===== config.mk =====
export PLATFORM = sky130hd
export DESIGN_NAME = pe_mac_pool
export DESIGN_NICKNAME = d
export VERILOG_FILES = /design/src/rtl/pe_mac_pool.sv
export SDC_FILE = /design/constraint.sdc
export NUM_CORES = 1
export LEC_CHECK = 0
export ABC_AREA = 1
export ABC_CLOCK_PERIOD_IN_PS = 5600
export BUFFER_PORTS_ARGS = -buffer_cell sky130_fd_sc_hd__buf_4
export CAP_MARGIN = 20
export CELL_PAD_IN_SITES_DETAIL_PLACEMENT = 0
export CELL_PAD_IN_SITES_GLOBAL_PLACEMENT = 1
export CORE_MARGIN = 1
export CORE_UTILIZATION = 25
export CTS_CLUSTER_DIAMETER = 80
export DETAILED_ROUTE_END_ITERATION = 8
export PLACE_DENSITY = 0.51
export SLEW_MARGIN = 40
export SYNTH_ARGS = -nofsm -noshare
export SYNTH_HDL_FRONTEND = slang
export SYNTH_SLANG_ARGS = --single-unit

===== constraint.sdc =====
create_clock -name clk -period 5.6 [get_ports clk]
set_input_delay 1.12 -clock clk [delete_from_list [all_inputs] [get_ports clk]]
set_output_delay 1.12 -clock clk [all_outputs]
set_load 0.01 [all_outputs]

===== src/rtl/pe_mac_pool.sv =====
// Processing element: DEPTH-entry activation/weight scratchpads and a bias register.
// Computes a saturating signed dot-product plus bias, or a running max, and returns it on a valid/ready port.
module pe_mac_pool #(
    parameter  int DATA_WIDTH = 8,
    parameter  int DEPTH      = 9,
    parameter  int ACC_WIDTH  = 20,
    localparam int CW         = $clog2(DEPTH + 1)
) (
    input  logic                         clk,
    input  logic                         rst,
    input  logic                         mode,
    input  logic [CW-1:0]                len,
    input  logic                         act_wr_en,
    input  logic [DATA_WIDTH-1:0]        act_wr_data,
    input  logic                         wt_wr_en,
    input  logic [DATA_WIDTH-1:0]        wt_wr_data,
    input  logic                         bias_wr_en,
    input  logic [DATA_WIDTH-1:0]        bias_in,
    input  logic                         wr_ptr_clr,
    input  logic                         start,
    output logic                         busy,
    output logic                         out_valid,
    input  logic                         out_ready,
    output logic signed [ACC_WIDTH-1:0]  pe_out,
    output logic                         sat
);

    localparam int PW     = $clog2(DEPTH);
    localparam int PROD_W = 2 * DATA_WIDTH;

    localparam logic [PW-1:0]                LAST_PTR  = PW'(DEPTH - 1);
    localparam logic [CW-1:0]                DEPTH_C   = CW'(DEPTH);
    localparam logic signed [ACC_WIDTH-1:0]  ACC_MAX   = {1'b0, {(ACC_WIDTH-1){1'b1}}};
    localparam logic signed [ACC_WIDTH-1:0]  ACC_MIN   = {1'b1, {(ACC_WIDTH-1){1'b0}}};
    localparam logic signed [ACC_WIDTH-1:0]  POOL_INIT = ACC_WIDTH'(-(2 ** (DATA_WIDTH - 1)));

    typedef enum logic [1:0] {
        S_IDLE,
        S_RUN,
        S_DRAIN,
        S_DONE
    } state_t;

    function automatic logic signed [ACC_WIDTH-1:0] sext_data(input logic signed [DATA_WIDTH-1:0] x);
        return {{(ACC_WIDTH-DATA_WIDTH){x[DATA_WIDTH-1]}}, x};
    endfunction

    function automatic logic signed [ACC_WIDTH:0] sext_prod(input logic signed [PROD_W-1:0] x);
        return {{(ACC_WIDTH+1-PROD_W){x[PROD_W-1]}}, x};
    endfunction

    // The sum carries one guard bit; a guard/sign disagreement means the true value left the range.
    function automatic logic overflowed(input logic signed [ACC_WIDTH:0] s);
        return s[ACC_WIDTH] != s[ACC_WIDTH-1];
    endfunction

    function automatic logic signed [ACC_WIDTH-1:0] saturate(input logic signed [ACC_WIDTH:0] s);
        if (overflowed(s))
            return s[ACC_WIDTH] ? ACC_MIN : ACC_MAX;
        return s[ACC_WIDTH-1:0];
    endfunction

    state_t                          r_state;
    state_t                          w_next;

    logic signed [DATA_WIDTH-1:0]    r_act_mem [DEPTH];
    logic signed [DATA_WIDTH-1:0]    r_wt_mem  [DEPTH];
    logic [PW-1:0]                   r_act_ptr;
    logic [PW-1:0]                   r_wt_ptr;
    logic signed [DATA_WIDTH-1:0]    r_bias;

    logic                            r_mode;
    logic [CW-1:0]                   r_len;
    logic [CW-1:0]                   r_idx;

    logic signed [DATA_WIDTH-1:0]    r_act_p1;
    logic signed [PROD_W-1:0]        r_prod_p1;
    logic                            r_vld_p1;

    logic signed [ACC_WIDTH-1:0]     r_acc;
    logic                            r_sat_acc;

    logic                            r_out_valid;
    logic signed [ACC_WIDTH-1:0]     r_pe_out;
    logic                            r_sat_out;

    logic                            w_busy;
    logic                            w_accept;
    logic [CW-1:0]                   w_len_clamped;
    logic [CW-1:0]                   w_idx_next;
    logic [PW-1:0]                   w_rd_idx;
    logic [PW-1:0]                   w_act_wa;
    logic [PW-1:0]                   w_wt_wa;
    logic signed [PROD_W-1:0]        w_act_rd;
    logic signed [PROD_W-1:0]        w_wt_rd;
    logic signed [PROD_W-1:0]        w_prod;
    logic signed [ACC_WIDTH:0]       w_sum;
    logic signed [ACC_WIDTH-1:0]     w_act_ext;

    assign w_busy        = (r_state != S_IDLE);
    assign w_accept      = (r_state == S_IDLE) && start && !r_out_valid;
    assign w_len_clamped = (len > DEPTH_C) ? DEPTH_C : len;
    assign w_idx_next    = r_idx + CW'(1);
    assign w_rd_idx      = r_idx[PW-1:0];
    assign w_act_wa      = wr_ptr_clr ? '0 : r_act_ptr;
    assign w_wt_wa       = wr_ptr_clr ? '0 : r_wt_ptr;

    // Scratchpad and bias writes are only honoured while idle.
    always_ff @(posedge clk) begin
        if (!rst) begin
            r_act_ptr <= '0;
            r_wt_ptr  <= '0;
            r_bias    <= '0;
        end else if (!w_busy) begin
            if (wr_ptr_clr) begin
                r_act_ptr <= act_wr_en ? PW'(1) : '0;
                r_wt_ptr  <= wt_wr_en  ? PW'(1) : '0;
            end else begin
                if (act_wr_en)
                    r_act_ptr <= (r_act_ptr == LAST_PTR) ? '0 : r_act_ptr + PW'(1);
                if (wt_wr_en)
                    r_wt_ptr <= (r_wt_ptr == LAST_PTR) ? '0 : r_wt_ptr + PW'(1);
            end
            if (bias_wr_en)
                r_bias <= bias_in;
        end
    end

    always_ff @(posedge clk) begin
        if (rst && !w_busy && act_wr_en)
            r_act_mem[w_act_wa] <= act_wr_data;
        if (rst && !w_busy && wt_wr_en)
            r_wt_mem[w_wt_wa] <= wt_wr_data;
    end

    always_ff @(posedge clk) begin
        if (!rst)
            r_state <= S_IDLE;
        else
            r_state <= w_next;
    end

    always_comb begin
        w_next = r_state;
        case (r_state)
            S_IDLE:  if (w_accept) w_next = (w_len_clamped == '0) ? S_DRAIN : S_RUN;
            S_RUN:   if (w_idx_next == r_len) w_next = S_DRAIN;
            S_DRAIN: w_next = S_DONE;
            S_DONE:  if (r_out_valid && out_ready) w_next = S_IDLE;
            default: w_next = S_IDLE;
        endcase
    end

    always_ff @(posedge clk) begin
        if (!rst) begin
            r_mode      <= 1'b0;
            r_len       <= '0;
            r_idx       <= '0;
            r_vld_p1    <= 1'b0;
            r_out_valid <= 1'b0;
            r_pe_out    <= '0;
            r_sat_out   <= 1'b0;
        end else begin
            r_vld_p1 <= (r_state == S_RUN);
            if (w_accept) begin
                r_mode <= mode;
                r_len  <= w_len_clamped;
                r_idx  <= '0;
            end else if (r_state == S_RUN) begin
                r_idx <= w_idx_next;
            end
            if (r_state == S_DONE) begin
                if (!r_out_valid) begin
                    r_out_valid <= 1'b1;
                    r_pe_out    <= r_acc;
                    r_sat_out   <= r_sat_acc & ~r_mode;
                end else if (out_ready) begin
                    r_out_valid <= 1'b0;
                end
            end
        end
    end

    // Stage 1: scratchpad read and full-precision multiply
    assign w_act_rd = PROD_W'(r_act_mem[w_rd_idx]);
    assign w_wt_rd  = PROD_W'(r_wt_mem[w_rd_idx]);
    assign w_prod   = w_act_rd * w_wt_rd;

    always_ff @(posedge clk) begin
        r_act_p1 <= r_act_mem[w_rd_idx];
        if (!r_mode)
            r_prod_p1 <= w_prod;
    end

    // Stage 2: accumulate (saturating MAC) or running max
    assign w_sum     = {r_acc[ACC_WIDTH-1], r_acc} + sext_prod(r_prod_p1);
    assign w_act_ext = sext_data(r_act_p1);

    always_ff @(posedge clk) begin
        if (w_accept) begin
            r_acc     <= mode ? POOL_INIT : sext_data(r_bias);
            r_sat_acc <= 1'b0;
        end else if (r_vld_p1) begin
            if (!r_mode) begin
                r_acc     <= saturate(w_sum);
                r_sat_acc <= r_sat_acc | overflowed(w_sum);
            end else if (w_act_ext > r_acc) begin
                r_acc <= w_act_ext;
            end
        end
    end

    assign busy      = w_busy;
    assign out_valid = r_out_valid;
    assign pe_out    = r_pe_out;
    assign sat       = r_sat_out;

endmodule


==> flow_summary.toml <==
[finish]
final_util = 0.302
fin_cells = 2340
n_fill_cell = 5891
area_growth_pct = 18.3
final_layout_size_suffix_gt1_frac = 0.140
nNetsFinal = 1739
diodes = 0
design_area_um2 = 16800

[clock_tree]
clk_latency_ns = 0.58
tritoncts = "built"
cts_sinks = 243
cts_inserted_buffers = 30
clk_pin_slew_worst_paths_ns = 0.06
cts_max_level = 1
holdBufCountCts = 0
clockRootBuffer = "clkbuf_16"
clock_path_buffers = 3

[grt]
overflow = 0
antenna_found_initial = 3
grt_pass1_vias = 10247
grt_use_total = 0.136
grt_pass1_wl_um = 60200
grt_max_degree = 42

[route]
highest_layer = "met4"
drtIter0Drc = 459
wl_met3_um = 881
vias_per_cell = 4.30
vias = 10070
ant_nets = 0
met2_length_um = 18800
wl_per_cell_um = 16.5
met1_length_um = 18300
firstDrtPassIters = 5
wl_um = 38600
drc = 0

[floorplan]
fp.coreArea_um2 = 55600
die_w_um = 240
die_h_um = 240
initial_utilization = 0.255
rows = 86
dieArea_um2 = 57700
ios = 60

[placed_design]
post-dp-hpwl_um = 28700
dp.cells = 2279
placed_area_um2 = 15700
port_buffers = 59
gp_congestion = 0.797

[synth]
syn_avg_cell_area_um2 = 9.58
synth_area_um2 = 14200
synth_edf_count = 180
ys_seq_elements = 243
synth.distinct_cells = 43
synthArstFlopShare = 0
netlist.top_cell.by_area = "edfxtp_1"
ys_warn_count = 0
synth_area_leaders = "edfxtp_1 38%, dfxtp_1 8.9%, fa_1 7.9%"
ys_seq_area_frac = 0.470
syn-num-nets = 1653
post-synth-top-count-cell = "nand2_1"
synth.top_cell.area_share = 0.381
syn-instance-count = 1482
synthTopCellsByCount = "262 x nand2_1, 249 x inv_1, 180 x edfxtp_1"
synth-main-ff-cell = "edfxtp_1"

[timing]
fin_skew_ns = 0.0400
finalHoldViolCount = 0
rsz0062_at_grt = "no"
min_period_ns = 5.24
slew_violations = 0
timing.final.crit_share = 0.936
finalSetupViolCount = 0
tightest_slew_ns = 0.752
finalSetupTns_ns = 0
fmax_mhz = 191
slew-limit-headroom = 0.498

[critical_path]
critPathLaunchType = "flip-flop"
crit_path_end_kind = "flip-flop"
cp.required_ns = 5.90
arrival_ns = 5.53
setup.worst_path.class = "flip-flop to flip-flop"
cp_max_fo = 38
r2r.worst_path.cells = 23

[run]
cap_violations = 0

[min_path]
hp-class = "flip-flop to flip-flop"
whs_path_depth = 2

[run_status]
status = "complete, no violations"
## layout make-up
class,instances,area (µm²),share of cell area
clock buffers,42,857,0.0510
clock inverters,14,154,0.00916
inverters,256,961,0.0572
multi-input cells,941,6440,0.383
flip-flops and latches,243,6670,0.397
well taps,748,936,0.0557
repair buffers,96,776,0.0462
## per-stage QoR
step,hold WS [ns],worst slack [ns]
4_1_cts,0.485,0.174
2_1_floorplan,0.444,0.671
6_report,0.480,0.361
5_1_grt,0.506,0.00548
3_3_place_gp,0.454,0.284
3_5_place_dp,0.470,0.199
## worst paths after layout
path                                  end  slack [ns]                    from
setup / recovery  r_prod_p1[13]$_DFFE_PN_        0.36               flip-flop
hold / removal     r_sat_acc$_SDFFE_PP0P_        0.48  r_sat_acc$_SDFFE_PP0P_
setup reg to reg  r_prod_p1[13]$_DFFE_PN_        0.36               flip-flop
hold reg to reg    r_sat_acc$_SDFFE_PP0P_        0.48  r_sat_acc$_SDFFE_PP0P_
## sequential cells by signal, indices dropped and copies added, names as in the netlist, 2 cells and up, named ones only
register	count
r_wt_mem	72
r_act_mem	72
r_idx	4
r_acc	20
r_len	4
r_prod_p1	16
r_bias	8
r_act_p1	8
r_act_ptr	4
r_state	2
pe_out	20
r_wt_ptr	4
## worst max-delay path, stage by stage (launching register included)
cell,delay (ns)
dfxtp_4,0.48
buf_12,0.25
mux2i_1,0.12
o211ai_1,0.21
o211ai_1,0.14
nand2_2,0.17
buf_4,0.18
nand2_1,0.07
fa_1,0.39
inv_1,0.10
fa_1,0.38
inv_1,0.08
fa_1,0.44
fa_1,0.54
inv_1,0.04
ha_1,0.33
a21oi_1,0.16
nand2_1,0.13
nand2_1,0.08
nand2_1,0.06
a21oi_2,0.15
o21ai_0,0.15
a21oi_1,0.18
xnor2_1,0.08
## placed cells by master, fill, tap and decap left out, types with 3 or more instances in the layout
master,netlist,final
a21o_1,3,3
a21oi_1,112,111
a21oi_2,2,3
buf_12,0,3
buf_4,5,92
clkbuf_1,24,7
clkbuf_16,0,32
clkbuf_8,0,4
clkinv_2,0,5
dfxtp_1,63,61
edfxtp_1,180,180
fa_1,56,56
ha_1,78,78
inv_1,249,249
inv_2,6,6
inv_8,0,3
mux2i_1,32,32
nand2_1,262,258
nand2_2,19,23
nand2_4,3,3
nand3_1,56,56
nand3_2,10,10
nand4_1,20,20
nor2_1,81,66
nor2_2,5,20
nor3_1,9,6
nor3_4,0,3
o211ai_1,36,36
o21ai_0,91,91
o21bai_1,7,7
xnor2_1,15,15
xor2_1,25,25
## metal layers
metal / up-vias / GRT usage
met5: - / 0
met4: 0 / 0.0268
met3: 43 / 0.0161
met2: 110 / 0.238
met1: 4826 / 0.179
li1: 5091 / -
## logic make-up (layout without fill, tap and decap cells)
group	after synthesis	after routing	synth area share
buf+inv	298	408	0.0830
simple gates	475	475	0.150
fa+ha+maj	134	134	0.148
flops	243	243	0.470
mux	32	32	0.0226
xor+xnor	40	40	0.0247
compound gates	260	260	0.102
## timing repair
action,in CTS,in global routing
endpoints found under the hold margin,0,0
resized for setup,0,5
setup buffers,0,4
setup endpoints to repair,0,5
Power is not shown: default switching activity piles up to over one toggle a cycle in this logic, so the estimate is an artifact.
